**src/rtl/sram_pkg.sv**
```systemverilog
// Shared types and helpers for the sram_sdp_clr macro family.
// Optional feature macro used by this family: SRAM_BYPASS_EN (write-first collision bypass).
package sram_pkg;

    // Upper bounds for the generic lane-merge helper; callers zero-extend into these.
    localparam int unsigned MAX_DW = 256;
    localparam int unsigned MAX_NL = MAX_DW;
    localparam int unsigned LDW    = $clog2(MAX_DW);
    localparam int unsigned LNW    = $clog2(MAX_NL);

    typedef enum logic {
        CLEAR = 1'b0,
        IDLE  = 1'b1
    } state_t;

    // Number of write lanes for a given data and lane width.
    function automatic int unsigned num_lanes(input int unsigned dw, input int unsigned bw);
        return dw / bw;
    endfunction

    // Replace the lanes of old_data whose active-low enable is low with new_data.
    function automatic logic [MAX_DW-1:0] lane_merge(
        input logic [MAX_DW-1:0] old_data,
        input logic [MAX_DW-1:0] new_data,
        input logic [MAX_NL-1:0] wen_n,
        input int unsigned       bw
    );
        logic [MAX_DW-1:0] res;
        res = old_data;
        for (int unsigned i = 0; i < MAX_DW; i++) begin
            if (!wen_n[LNW'(i / bw)]) begin
                res[LDW'(i)] = new_data[LDW'(i)];
            end
        end
        return res;
    endfunction

endpackage

```
**src/rtl/sram_sdp_core.sv**
```systemverilog
// Storage array with a registered read port, lane-masked write port and
// optional write-first bypass (SRAM_BYPASS_EN) for same-address collisions.
module sram_sdp_core
    import sram_pkg::*;
#(
    parameter  int unsigned AW = 5,
    parameter  int unsigned DW = 7,
    parameter  int unsigned BW = 7,
    localparam int unsigned NL = num_lanes(DW, BW)
) (
    input  logic          clk,
    input  logic          rst_n,
    input  logic          rd_en,
    input  logic [AW-1:0] rd_addr,
    output logic [DW-1:0] rd_data,
    input  logic          wr_en,
    input  logic [NL-1:0] wr_wen_n,
    input  logic [AW-1:0] wr_addr,
    input  logic [DW-1:0] wr_data
);

    localparam int unsigned DEPTH = 2 ** AW;

    logic [DW-1:0]     mem [DEPTH];
    logic [MAX_NL-1:0] wen_ext_c;
    logic [DW-1:0]     wr_merged_c;
    logic [DW-1:0]     rd_word_c;

    assign wen_ext_c = {{(MAX_NL - NL){1'b1}}, wr_wen_n};

    // Word to store: enabled lanes from wr_data, the rest from the current entry.
    always_comb begin
        wr_merged_c = DW'(lane_merge(MAX_DW'(mem[wr_addr]), MAX_DW'(wr_data), wen_ext_c, BW));
    end

    // Word presented to the read register, with collision handling.
    always_comb begin
        rd_word_c = mem[rd_addr];
`ifdef SRAM_BYPASS_EN
        if (wr_en && (wr_addr == rd_addr)) begin
            rd_word_c = wr_merged_c;
        end
`else
`endif
    end

    // Masked write into the array.
    always_ff @(posedge clk) begin
        if (wr_en) begin
            mem[wr_addr] <= wr_merged_c;
        end
    end

    // Registered read port; holds when not enabled.
    always_ff @(posedge clk or negedge rst_n) begin
        if (!rst_n) begin
            rd_data <= '0;
        end else if (rd_en) begin
            rd_data <= rd_word_c;
        end
    end

endmodule

```
**src/rtl/sram_sdp_clr.sv**
```systemverilog
// Simple-dual-port SRAM with self-clearing init engine after reset and on CLR.
// Define SRAM_BYPASS_EN for write-first same-address behaviour (read-first otherwise).
module sram_sdp_clr
    import sram_pkg::*;
#(
    parameter  int unsigned   AW   = 5,
    parameter  int unsigned   DW   = 7,
    parameter  int unsigned   BW   = 7,
    parameter  logic [DW-1:0] INIT = '0,
    localparam int unsigned   NL   = num_lanes(DW, BW)
) (
    input  logic          CLK,
    input  logic          RSTN,
    input  logic          CENA,
    input  logic [AW-1:0] AA,
    output logic [DW-1:0] QA,
    input  logic          CENB,
    input  logic [NL-1:0] WENB,
    input  logic [AW-1:0] AB,
    input  logic [DW-1:0] DB,
    input  logic          CLR,
    output logic          BUSY
);

    localparam logic [AW-1:0] CNT_LAST = '1;

    state_t        state_q, state_d;
    logic [AW-1:0] cnt_q, cnt_d;
    logic          busy_d;

    logic          core_rd_en_c;
    logic          core_wr_en_c;
    logic [NL-1:0] core_wen_n_c;
    logic [AW-1:0] core_wr_addr_c;
    logic [DW-1:0] core_wr_data_c;

    // State, clear counter and BUSY registers.
    always_ff @(posedge CLK or negedge RSTN) begin
        if (!RSTN) begin
            state_q <= CLEAR;
            cnt_q   <= '0;
            BUSY    <= 1'b1;
        end else begin
            state_q <= state_d;
            cnt_q   <= cnt_d;
            BUSY    <= busy_d;
        end
    end

    // Next state and port muxing between the clear engine and the user.
    always_comb begin
        state_d        = state_q;
        cnt_d          = cnt_q;
        core_rd_en_c   = 1'b0;
        core_wr_en_c   = 1'b0;
        core_wen_n_c   = '1;
        core_wr_addr_c = AB;
        core_wr_data_c = DB;
        case (state_q)
            CLEAR: begin
                core_wr_en_c   = 1'b1;
                core_wen_n_c   = '0;
                core_wr_addr_c = cnt_q;
                core_wr_data_c = INIT;
                cnt_d          = cnt_q + AW'(1);
                if (cnt_q == CNT_LAST) begin
                    state_d = IDLE;
                end
            end
            IDLE: begin
                core_rd_en_c = !CENA;
                core_wr_en_c = !CENB;
                core_wen_n_c = WENB;
                if (CLR) begin
                    state_d = CLEAR;
                    cnt_d   = '0;
                end
            end
        endcase
        busy_d = (state_d == CLEAR);
    end

    sram_sdp_core #(
        .AW(AW),
        .DW(DW),
        .BW(BW)
    ) u_core (
        .clk      (CLK),
        .rst_n    (RSTN),
        .rd_en    (core_rd_en_c),
        .rd_addr  (AA),
        .rd_data  (QA),
        .wr_en    (core_wr_en_c),
        .wr_wen_n (core_wen_n_c),
        .wr_addr  (core_wr_addr_c),
        .wr_data  (core_wr_data_c)
    );

endmodule
```
**config.mk**
```make
export PLATFORM = sky130hd
export DESIGN_NAME = sram_sdp_clr
export DESIGN_NICKNAME = d
export VERILOG_FILES = /design/src/rtl/sram_pkg.sv /design/src/rtl/sram_sdp_core.sv /design/src/rtl/sram_sdp_clr.sv
export SDC_FILE = /design/constraint.sdc
export NUM_CORES = 1
export LEC_CHECK = 0
export CAP_MARGIN = 5
export CORE_ASPECT_RATIO = 0.75
export CORE_MARGIN = 2
export CORE_UTILIZATION = 33
export DETAILED_ROUTE_END_ITERATION = 8
export PLACE_DENSITY = 0.5
export SLEW_MARGIN = 20
export SYNTH_ARGS = -nofsm -noshare
export SYNTH_HDL_FRONTEND = slang
export SYNTH_HIERARCHICAL = 1
export SYNTH_SLANG_ARGS = --single-unit
```
**constraint.sdc**
```tcl
create_clock -name CLK -period 4.8 [get_ports CLK]
set_input_delay 0.48 -clock CLK [delete_from_list [all_inputs] [get_ports CLK]]
set_output_delay 0.48 -clock CLK [all_outputs]
set_load 0.1 [all_outputs]
```
==> results list <==
* Run status: completed
- Core Area: 29000 sq um
* Portion of synthesized cell area occupied by the leading cell type: 69.5%
- Layout Skew: 0.0126 ns
* Worst reg2reg endpoint: u_core/mem[27][0]
* Detail Placement HPWL: 14600 um
- Primary FF master, synth: edfxtp_1
- IR analysis of the VDD net gives a maximum drop of 356 uV.
- Vias after detailed routing: 5123
- The initial utilization of the core area, before any placement, comes to 33.4%.
* CTS buffer count: 24
- Setup tns final: 0 ns
- Clock tree synthesis selected as its root buffer the cell clkbuf_16.
* Critical path capture point type: flip-flop
* Clock network fraction of design power: 31.2%
- In the final layout, the multi-input gates occupy 2350 sq um.
* Number of remaining DRC errors: 0
- Number of routed nets with antenna violations: 0
- Clock tree synthesis found a total of 238 sinks.
- Uppermost layer routed: met4
- For this block, wires on met1 add up to 10700 um.
* Switching power summed over all nets: 0.00174 W
- Routed Wire Length: 22700 um
* Gate Count Post-Synth: 572
- For this run, the number of Yosys warnings is 6.
* GRT Resource Usage Total: 14.8%
- Antenna diodes: 0
- Number of enable flip-flop cells after synthesis: 224
- In the final layout, the share of cells above drive strength 1 is 11.3%.
- Maximum count of clock buffers along a single path: 3
- At the worst endpoint, the required time is 4.94 ns.
- Area taken by flip-flops and latches: 7080 sq um
- Power density of the placed cells: 515 nW/um^2
- Via count of the first global-routing pass: 5342
- The floorplan step defined a die boundary enclosing 30700 sq um.
- Sequential cell fraction of total power: 48.3%
- Startpoint kind of the worst setup timing path: flip-flop
* Relative area change from synthesis to final layout: 14.8%
- Routed wire length per instance: 22.2 um
* Critical path's slowest cell: dfrtp_1
* Final hold slack: 0.442 ns
- Setup slack on the worst flop-to-flop path: 1.68 ns
* Overflow left after global routing: 0
* Clock tree from TritonCTS: yes
- Count of distinct cell types in the synthesized netlist: 38
- H-tree depth: 1
- Dividing the final minimum period by the clock period gives 64.9%.
- In this run, post-CTS hold repair placed 0 buffers.
- Number of max-cap violations: 0
- Count leader, synth: edfxtp_1
- Global-route wire length before repair: 34100 um
- Top post-synthesis cells by area: edfxtp_1 (69%), mux2i_1 (12%), a22oi_1 (4.3%)
- Die Span Y: 152 um
* Crit path buf inv count: 0
- Reg clk slew, reported paths: 0.06 ns
- Postcts setup bufs: 0
* Final setup viols: 0
* Post-synth ARST share: 5.88%
* Count of cells resized by post-cts repair: 0
* DRT Pass-1 Iters: 5
- Global placer's final weighted congestion: 0.788
- Entering global routing, the biggest net connects 67 pins.
- Num rows: 54
- At the placement stage, the worst setup path has a slack of 1.62 ns.
- Top cell family by delay on the critical path: simple AND/OR/NAND/NOR gates
- The net count of the finished layout is 638.
* Actual slew at the worst max-slew pin: 0.979 ns
- After synthesis the netlist holds a flip-flop and latch count of 238.
* Cell Chain, Critical Path: mux2_2, nand4b_1, nor2_1
- Post-route core utilization: 38.4%
- Counting I/O delays and the setup requirement, the final critical path takes 3.12 ns.
- Highest fanout seen on the critical path: 28
- Net Count, Synth: 598
* Insertion delay of the later-clocked pin in the worst-skew pair: 0.51 ns
- The internal power of the cells totals 0.00399 W.
* Post-Synthesis Cell Area: 9680 sq um
* Logic gate share of total power: 20.5%
* Worst r2r path cells: 3
* Type of the tightest min-delay check: in2async
- Data on the critical path arrives at its endpoint at 3.25 ns.
* Dominant cell type by area after synthesis: edfxtp_1
- Via-per-instance ratio: 5.02
* Final hold viol count: 0
- By startpoint and endpoint, the worst setup path is classified as reg2reg.
- Part of the Yosys area used for sequential elements: 73.1%
* Most frequent cells after synthesis: edfxtp_1 (224), mux2i_1 (113), a22oi_1 (56)
- The analysis attributes to cell leakage a power of 3.86 nW.
* Highest clock rate: 321 MHz
* Delay of the slowest cell on the worst path: 0.87 ns
* Switching power as a share of total power: 30.4%
* X dimension of the die: 202 um
- The filler cells instantiated in the layout total 2692.
- The initial antenna violation count came to 0.
- After detailed routing, the met3 layer carries 1210 um of wire.
- The max-slew violation count is 0.
- Setup repair after global routing left no endpoint under its margin.
- # port buffers: 30
- Measured against its own limit, the worst slew margin works out to 34.5%.
- In this run the worst setup path begins at state_q.
- After layout, the worst setup slack is 1.68 ns.
* IO Count: 31
- Source of the worst register-to-register timing path: state_q
- Mean cell area of the mapped netlist: 16.9 sq um
* Initial detailed-routing violation count: 406
- Detailed routing placed a total of 10300 um of wire on met2.
[area by class of cell]
cell class | instances | share of cell area [%]
flip-flops and latches | 238 | 63.7
multi-input cells | 300 | 21.2
clock buffers | 28 | 6.00
well taps | 392 | 4.41
repair buffers | 45 | 3.84
clock inverters | 15 | 0.833
inverters | 3 | 0.101
[cells by family after synthesis]
family | after synthesis | synth area share [%]
muxes | 125 | 13.1
and+or+nand+nor | 80 | 4.29
xor gates and xnor gates | 2 | 0.181
AOI/OAI and AO/OA | 90 | 6.20
adders and majority gates | 3 | 0.388
DFF | 238 | 73.1
buffers and inverters | 34 | 2.77
[worst reg2reg max path, delay by kind of cell (launching register included)]
kind             cells  cell delay, ns
flip-flops           1            0.87
multiplexers         1            0.34
AND/OR/NAND/NOR      2            1.55
[registers in the layout, indices dropped and copies added, names as in the netlist]
name and cells:
u_core/mem 224, cnt_q 5, BUSY 1, state_q 1
u_core/rd_data 7
[power groups by stage]
stage / sequential [W] / clock [W] / combinational, W
2_1_floorplan: 0.00299 / 0 / 0.000564
6_report: 0.00277 / 0.00179 / 0.00118
4_1_cts: 0.00277 / 0.00182 / 0.00119
3_5_place_dp: 0.00281 / 0 / 0.00119
3_3_place_gp: 0.00280 / 0 / 0.00116
5_1_grt: 0.00280 / 0.00191 / 0.00126
[worst max-delay path by stage]
stage                        endpoint  depth (start not counted)
floorplan           u_core/mem[10][0]                          7
global placement    u_core/rd_data[5]                          7
detailed placement  u_core/rd_data[4]                          7
CTS                 u_core/mem[15][2]                          3
global route        u_core/mem[27][6]                          3
finish              u_core/mem[27][0]                          3
[routing by layer]
metal / GRT usage [%] / vias up
met5: 0 / -
met1: 21.4 / 2642
li1: - / 2329
met3: 3.02 / 40
met4: 3.75 / 0
met2: 23.0 / 112
[stage by stage]
step | std cells | instance area (sq um) | total power (W)
floorplan | 572 | 9680 | 0.00356
global route | 1021 | 11100 | 0.00596
detailed placement | 978 | 10300 | 0.00400
CTS | 1021 | 11100 | 0.00578
global placement | 978 | 10300 | 0.00396
finish | 1021 | 11100 | 0.00573
[placed cells by master, fill, tap and decap left out, types with 2 or more instances in the layout]
master | synthesis | final
or3b_1 | 3 | 3
clkinv_2 | 0 | 5
nor2_1 | 34 | 34
mux2_2 | 12 | 12
clkbuf_8 | 0 | 3
clkinv_1 | 0 | 8
o21ai_0 | 2 | 2
clkdlybuf4s50_1 | 0 | 29
ha_1 | 3 | 3
and2_1 | 8 | 9
clkbuf_16 | 0 | 25
inv_1 | 3 | 3
nand2b_1 | 3 | 3
mux2i_1 | 113 | 113
edfxtp_1 | 224 | 224
or3_1 | 2 | 2
buf_4 | 6 | 14
nor2b_4 | 0 | 2
a22oi_1 | 56 | 56
o22ai_1 | 2 | 2
nand3b_1 | 5 | 5
nor4_1 | 7 | 7
nand2_1 | 8 | 8
dfrtp_1 | 13 | 13
a21oi_1 | 28 | 28
No activity file was read; power rests on OpenSTA's default activity.
